===== config.mk =====
export PLATFORM = sky130hd
export DESIGN_NAME = miriscv_lsu
export DESIGN_NICKNAME = d
export VERILOG_FILES = /design/src/rtl/miriscv_lsu.sv
export SDC_FILE = /design/constraint.sdc
export NUM_CORES = 1
export LEC_CHECK = 0
export BUFFER_PORTS_ARGS = -buffer_cell sky130_fd_sc_hd__buf_2
export CAP_MARGIN = 10
export CELL_PAD_IN_SITES_DETAIL_PLACEMENT = 0
export CELL_PAD_IN_SITES_GLOBAL_PLACEMENT = 1
export CORE_MARGIN = 3
export CORE_UTILIZATION = 31
export DETAILED_ROUTE_END_ITERATION = 12
export PLACE_DENSITY = 0.77
export SYNTH_ARGS = -nofsm -noshare
export SYNTH_HDL_FRONTEND = slang
export SYNTH_SLANG_ARGS = --single-unit

===== constraint.sdc =====
create_clock -name clk_i -period 2 [get_ports clk_i]
set_clock_uncertainty 0.2 [all_clocks]
set_input_delay 0.3 -clock clk_i [delete_from_list [all_inputs] [get_ports clk_i]]
set_output_delay 0.3 -clock clk_i [all_outputs]
set_load 0.01 [all_outputs]

===== src/rtl/miriscv_lsu.sv =====
// -----------------------------------------------------------------------------
// miriscv_lsu -- load/store unit between the core pipeline and a fixed-latency
// data memory.
//
// A request presented in IDLE is checked for alignment. Aligned requests are
// latched and run through ACCESS (one-cycle memory strobe) and WAIT
// (DMEM_LATENCY cycles, the last of which carries the read word). Misaligned
// requests are rejected with a one-cycle lsu_misalign_o pulse and never reach
// memory.
//
// Ports
//   clk_i            system clock, rising edge
//   rst_i            synchronous active-high reset
//   lsu_req_i        core requests a load/store this cycle
//   lsu_we_i         1 = store, 0 = load
//   lsu_size_i       000 B, 001 H, 010 W, 100 BU, 101 HU (others misaligned)
//   lsu_addr_i       byte address
//   lsu_data_i       store data, right-aligned
//   lsu_data_o       registered load result, sign/zero extended
//   lsu_stall_req_o  core must hold PC and inputs while high
//   lsu_misalign_o   one-cycle pulse: request rejected as misaligned
//   data_req_o       memory access strobe (ACCESS only)
//   data_we_o        memory write enable
//   data_be_o        byte enables
//   data_addr_o      word-aligned address
//   data_wdata_o     store data replicated into byte lanes
//   data_rdata_i     memory read word, valid in the last WAIT cycle
// -----------------------------------------------------------------------------
module miriscv_lsu #(
    parameter int DMEM_LATENCY = 1
) (
    input  logic        clk_i,
    input  logic        rst_i,
    input  logic        lsu_req_i,
    input  logic        lsu_we_i,
    input  logic [2:0]  lsu_size_i,
    input  logic [31:0] lsu_addr_i,
    input  logic [31:0] lsu_data_i,
    output logic [31:0] lsu_data_o,
    output logic        lsu_stall_req_o,
    output logic        lsu_misalign_o,
    output logic        data_req_o,
    output logic        data_we_o,
    output logic [3:0]  data_be_o,
    output logic [31:0] data_addr_o,
    output logic [31:0] data_wdata_o,
    input  logic [31:0] data_rdata_i
);

    // WAIT counter runs 0 .. DMEM_LATENCY-1; the final value marks the cycle
    // in which the read word is valid.
    localparam logic [2:0] LAST_WAIT = 3'(DMEM_LATENCY - 1);

    typedef enum logic [1:0] {
        ST_IDLE,
        ST_ACCESS,
        ST_WAIT
    } state_t;

    state_t      r_state;
    state_t      w_state_next;
    logic [2:0]  r_wait_cnt;
    logic        r_we;
    logic [2:0]  r_size;
    logic [31:0] r_addr;
    logic [31:0] r_data;
    logic [31:0] r_rdata;

    logic        w_misalign;
    logic        w_accept;
    logic        w_last_wait;
    logic [3:0]  w_be;
    logic [31:0] w_wdata;
    logic [15:0] w_lane;
    logic [31:0] w_load;

    // Alignment check on the live request; unknown sizes count as misaligned.
    always_comb begin
        w_misalign = 1'b1;
        case (lsu_size_i)
            3'b000, 3'b100: w_misalign = 1'b0;
            3'b001, 3'b101: w_misalign = lsu_addr_i[0];
            3'b010:         w_misalign = |lsu_addr_i[1:0];
            default:        w_misalign = 1'b1;
        endcase
    end

    assign w_accept    = (r_state == ST_IDLE) && lsu_req_i && !w_misalign && !rst_i;
    assign w_last_wait = (r_state == ST_WAIT) && (r_wait_cnt == LAST_WAIT);

    // Byte enables from the latched size and low address bits.
    always_comb begin
        w_be = 4'b1111;
        case (r_size[1:0])
            2'b00:   w_be = 4'b0001 << r_addr[1:0];
            2'b01:   w_be = 4'b0011 << r_addr[1:0];
            default: w_be = 4'b1111;
        endcase
    end

    // Store data replicated so every lane carries the bytes it would need.
    for (genvar gi = 0; gi < 4; gi++) begin : g_wlane
        assign w_wdata[8*gi +: 8] =
            (r_size[1:0] == 2'b00) ? r_data[7:0] :
            (r_size[1:0] == 2'b01) ? r_data[8*(gi%2) +: 8] :
                                     r_data[8*gi +: 8];
    end

    // Move the addressed byte/half down to bit 0, then extend.
    assign w_lane = 16'(data_rdata_i >> {r_addr[1:0], 3'b000});

    always_comb begin
        w_load = data_rdata_i;
        case (r_size)
            3'b000:  w_load = {{24{w_lane[7]}},  w_lane[7:0]};
            3'b001:  w_load = {{16{w_lane[15]}}, w_lane[15:0]};
            3'b100:  w_load = {24'h0, w_lane[7:0]};
            3'b101:  w_load = {16'h0, w_lane[15:0]};
            default: w_load = data_rdata_i;
        endcase
    end

    always_ff @(posedge clk_i) begin
        if (rst_i) begin
            r_state    <= ST_IDLE;
            r_wait_cnt <= 3'd0;
            r_we       <= 1'b0;
            r_size     <= 3'd0;
            r_addr     <= 32'h0;
            r_data     <= 32'h0;
            r_rdata    <= 32'h0;
        end else begin
            r_state <= w_state_next;
            if (r_state == ST_ACCESS) begin
                r_wait_cnt <= 3'd0;
            end else if (r_state == ST_WAIT) begin
                r_wait_cnt <= r_wait_cnt + 3'd1;
            end
            if (w_accept) begin
                r_we   <= lsu_we_i;
                r_size <= lsu_size_i;
                r_addr <= lsu_addr_i;
                r_data <= lsu_data_i;
            end
            // Stores leave the previous load result untouched.
            if (w_last_wait && !r_we) begin
                r_rdata <= w_load;
            end
        end
    end

    always_comb begin
        w_state_next = r_state;
        case (r_state)
            ST_IDLE:   if (w_accept) w_state_next = ST_ACCESS;
            ST_ACCESS: w_state_next = ST_WAIT;
            ST_WAIT:   if (w_last_wait) w_state_next = ST_IDLE;
            default:   w_state_next = ST_IDLE;
        endcase
    end

    // Outputs are forced low while reset is asserted. Stall drops in the last
    // WAIT cycle so the core can present its next request in the following
    // IDLE cycle.
    always_comb begin
        lsu_stall_req_o = 1'b0;
        lsu_misalign_o  = 1'b0;
        data_req_o      = 1'b0;
        data_we_o       = 1'b0;
        data_be_o       = 4'b0000;
        data_addr_o     = 32'h0;
        data_wdata_o    = 32'h0;
        if (!rst_i) begin
            case (r_state)
                ST_IDLE: begin
                    lsu_stall_req_o = w_accept;
                    lsu_misalign_o  = lsu_req_i && w_misalign;
                end
                ST_ACCESS: begin
                    lsu_stall_req_o = 1'b1;
                    data_req_o      = 1'b1;
                    data_we_o       = r_we;
                    data_be_o       = w_be;
                    data_addr_o     = {r_addr[31:2], 2'b00};
                    data_wdata_o    = w_wdata;
                end
                ST_WAIT: begin
                    lsu_stall_req_o = !w_last_wait;
                end
                default: begin
                    lsu_stall_req_o = 1'b0;
                end
            endcase
        end
    end

    assign lsu_data_o = r_rdata;

endmodule

* Word-level counts from Yosys, hierarchy flattened
Cells that the tools add are included.
** Storage, ports and cells
- Flip-flop bits (word level) :: 105
- Output and inout port bits :: 104
- Word-level logic and storage cells :: 68
- Input port bits :: 103
** Cells by class
- Shifts and indexed selects :: 3
- Muxes and demuxes :: 25
- Add/subtract/negate cells :: 1
- Eq/ne operators :: 12
- Reductions and logical operators :: 20
** Operators by type and width (count)
- 32-bit 2-to-1 mux :: 4
- 32-bit case mux with 4 select lines :: 1
- 8-bit 2-to-1 mux :: 5
- 32-bit by 5-bit >> shifter with 16-bit output :: 1
- 3-bit == test, second input constant :: 4
- 3-bit logical NOT :: 3
- 4-bit 2-to-1 mux :: 2
- 4-bit case mux with 2 select lines :: 1
- 2-bit OR reduction :: 4
- 1-bit 2-to-1 mux :: 7
- 3-bit by 1-bit == test with 1-bit output, second input constant :: 2
- 1-bit logical AND :: 6
- 1-bit case mux with 3 select lines :: 2
- 2-bit case mux with 3 select lines :: 1
- 2-bit by 1-bit == test with 1-bit output, second input constant :: 2
- 1-bit logical NOT :: 4
- 2-bit logical NOT :: 2
- 2-bit 2-to-1 mux :: 2
- 2-bit != test, second input constant :: 2
- 1-bit by 2-bit << shifter with 4-bit output, first input constant :: 1
- 2-bit by 2-bit << shifter with 4-bit output, first input constant :: 1
- 3-bit by 1-bit adder with 3-bit output, second input constant :: 1
- 3-bit by 2-bit == test with 1-bit output, second input constant :: 1
- 2-bit == test, second input constant :: 1
- 2-bit AND reduction :: 1

* Depth between registers and ports, before layout
- Depth after elaboration :: 8
- Mapped depth :: 8
- Mapped depth without buffers :: 6

* Least setup slack after synthesis
Ideal clock, no wire load.
- Kind :: reg-to-output
- From :: register r_state[1]
- To :: output port lsu_stall_req_o
- Required time :: 1.500 ns
- Buffers on the path :: 2
- Cell stages (with the launch flop) :: 7
- Path slack :: -0.040 ns
- Arrival :: 1.540 ns
- Cells stage by stage :: dfxtp_1 -> buf_6 -> or4b_1 -> o21bai_4 -> inv_6 -> buf_6 -> or2_2
** Between the ends
- Longest elaborated chain between the ends :: 6
- Elaborated cells on any way between the ends :: 10
- Those cells by class :: 2 x eq/ne; 2 x mux; 6 x reduce/logical
** Ends and longest elaborated chain
- start: declaration :: RTL line 60 : state_t r_state;
- start signal: assignment :: RTL line 133 : r_state <= w_state_next;
- 2-bit logical NOT :: RTL line 88, 174
- 1-bit logical AND (3 in series) :: RTL line 88 : assign w_accept = (r_state == ST_IDLE) && lsu_req_i && !w_misalign && !rst_i;
- 1-bit case mux with 3 select lines (*) :: RTL line 174 : case (r_state)
- 1-bit 2-to-1 mux (*) :: RTL line 173 : if (!rst_i) begin
- end: declaration :: RTL line 40 : output logic lsu_stall_req_o,
Every way passes the cells marked *; elsewhere a longest branch is shown, timed or not.

* Final worst setup path
- From :: register r_state[0]
- To :: output port lsu_stall_req_o
Same word-level chain as after synthesis.

==> impl_metrics.yaml <==
outcome:
  run_status: "finished with violations"
  violations_in_the_final_reports: "setup timing"
detailed_routing:
  antenna_left: 0
  count_of_unresolved_drc_violations_after_routing: 0
  detail_route.wirelength_mm: 18.67
  wire_per_inst_um: 16.01
  viasPerCell: 4.804
  drt_iter0_drc: 272
  detailedRoute.firstPassIterationCount: 4
  vias: 5601
setup_path:
  reg2reg_slack_ps: 0
  endpoint_kind: "output pin"
  arrival_time_of_data_at_the_critical_path_endpoint_ps: 1660
  timing.critical_path.from_type: "register"
  path_class: "reg -> out"
  timing.rr.start: "r_state[0]$_SDFFE_PP0P_"
  crit_required_ps: 1500
  cp_max_fo: 3
  ff2ff_path_depth: 7
  critical_path.reg2reg.endpoint: "r_data[16]$_SDFFE_PP0P_"
yosys:
  synth-seq-cells: 105
  netlist.area_leader.share_pct: 40.26
  synth_top_cells_by_area: "dfxtp_1 40%, nand2_1 13%, a21oi_1 10%"
  postSynthCellCount: 687
  ys_top_cells_by_count: "175 x nand2_1, 107 x a21oi_1, 105 x dfxtp_1"
  post-synth-top-count-cell: "nand2_1"
  main_flop_type_after_synthesis: "dfxtp_1"
  synth_warnings: 0
  post_synth_num_cell_types: 46
  synth_sequential_area_ratio_pct: 40.26
  synth_area_um2: 5221
  synth_edf_count: 0
  synth_async_sr_flop_share_pct: 0
  yosysTopAreaCell: "dfxtp_1"
  synth.avg_cell_area_um2: 7.600
clocking:
  tritoncts_clock_tree: "done"
  number_of_cts_inserted_buffers: 9
  cts.reportedPaths.clkPinSlew_ps: 70
  root_buffer: "clkbuf_16"
  clock_tree.buffer_depth: 2
  worst_skew_pair.late_latency_ps: 350
  numClockSinks: 105
  htreeDepth: 3
global_routing:
  grt_remaining_overflow: 0
  grt_use_total_pct: 19.27
  antenna_found_initial: 2
  first_global_vias: 5522
  largest_net_degree_at_the_start_of_global_routing: 77
  grt_first_pass_wirelength_mm: 28.40
placed_design:
  io_buffers: 204
  gpl.final_weighted_congestion: 0.8043
  detailed_place_hpwl_mm: 12.27
  preCtsSetupSlack_ps: -45.70
floorplan:
  floorplan.io_pins: 207
  dieHeight_um: 135.8
  coreArea_um2: 16170
  starting_density_pct: 32.28
  placement_rows: 46
  design.die.area_um2: 18440
  horizontal_extent_of_the_die_um: 135.8
timing:
  max_slew_margin_pct: 44.51
  final-max-slew-violation-count: 0
  finalCritPeriodShare_pct: 108.0
  setup_tns_ps: -7325
  timing_worst_slew_pin_value_ps: 832.4
  timing.fmax_mhz: 462.9
  fin_ws_ps: -160.4
  rsz_0062_raised_after_global_routing: "yes"
  finalSetupViolCount: 71
  finalHoldViolations: 0
  layout_min_cycle_time_ps: 2160
final_layout:
  antenna-diode-count: 0
  post_route_cells_drive_above_1_share_pct: 31.16
  layout.nets: 1051
  layout.core_utilization_pct: 48.18
  n_fill_cell: 1607
  synthToLayoutAreaGrowth_pct: 49.25
power_and_ir_drop:
  peakVddDrop_mv: 0.4626
  powerDensity_nw_per_um2: 601.5
  reported_leakage_power_nw: 3.191
hold_path:
  whs_path_depth: 3
  holdPathEnd: "r_size[2]$_SDFFE_PP0P_"
  hold_path.startpoint: "lsu_size_i[2]"
  min-delay-path-class: "in -> reg"
run:
  max_cap_violations: 0
[cell usage in the layout (no fill, tap or decap), types with 16 or more instances in the layout]
master and instances:
buf_2 191, nand2_1 175, dfxtp_1 101, a21oi_1 98
dlygate4sd3_1 65, nor2_1 47, and2_1 37, buf_4 29
mux2i_1 28, nand2b_1 16
[per-layer routing]
metal	share of wire (%)	vias to the layer above	track usage [%]
met1	44	2578	24.62
met4	1.3	4	4.927
met3	9.3	21	7.504
li1	-	2809	-
met5	0.14	-	0
met2	45	189	30.56
[flip-flops by register name (all words and copies together) (netlist names)]
register    flops
r_data         32
r_we            1
r_addr         32
lsu_data_o     32
r_state         2
r_size          3
r_wait_cnt      3
[logic make-up after synthesis]
group | synth area share, %
adders and majority gates | 0.4792
and+or+nand+nor | 26.22
DFF | 40.26
other | 0.07182
muxes | 6.015
buffers and inverters | 6.997
AOI/OAI and AO/OA | 19.79
xor gates and xnor gates | 0.1678
[critical path, stage by stage, from the launching register on]
cell and delay (ps):
dfxtp_2 330, or4b_4 520, o21bai_4 200, clkinv_4 60, or2_4 110, buf_6 90
[how the worst max path moves through the flow]
stage,start,to,slack [ps],cells past startpoint
3_3_place_gp,rst_i,lsu_stall_req_o,-30,6
4_1_cts,r_state[0]$_SDFFE_PP0P_,lsu_stall_req_o,-180,5
2_1_floorplan,r_state[0]$_SDFFE_PP0P_,lsu_stall_req_o,-1,6
6_report,r_state[0]$_SDFFE_PP0P_,lsu_stall_req_o,-160,5
5_1_grt,r_state[1]$_SDFFE_PP0P_,data_wdata_o[3],-220,6
3_5_place_dp,rst_i,lsu_stall_req_o,-50,6
[power by group]
group / total (mW) / internal [mW] / leakage [nW] / switching [mW]
registers: 2.20 / 2.15 / 0.853 / 0.0437
clock network: 1.80 / 1.03 / 0.142 / 0.764
logic: 0.691 / 0.339 / 2.20 / 0.352
[stage by stage]
step | area (um^2) | std cells | hold slack (ps) | total power [mW]
after detailed placement | 6501 | 1078 | 241.8 | 2.790
after global routing | 7792 | 1166 | 18.69 | 4.909
after CTS | 7639 | 1162 | 5.622 | 4.734
after floorplan | 5234 | 688 | 231.7 | 2.543
final | 7792 | 1166 | 19.99 | 4.687
after global placement | 6501 | 1078 | 238.1 | 2.785
[final cells by class]
| type | count | area (um^2) | area share (%) |
|---|---|---|---|
| multi-input cells | 514 | 2848 | 36.54 |
| repair buffers | 307 | 2221 | 28.50 |
| flip-flops and latches | 105 | 2110 | 27.07 |
| well taps | 216 | 270.3 | 3.468 |
| clock buffers | 13 | 260.3 | 3.340 |
| inverters | 9 | 46.29 | 0.5941 |
| clock inverters | 2 | 37.54 | 0.4817 |
[repair_timing]
action                                  4_1_cts  5_1_grt
pin swaps                                     1        1
hold endpoints to repair                     65        0
hold buffers                                 65        0
gates cloned                                  2        4
resized for setup                            34       15
endpoints found under the setup margin       70       83
buffers inserted                              2        1
No activity file was read; power rests on OpenSTA's default activity.
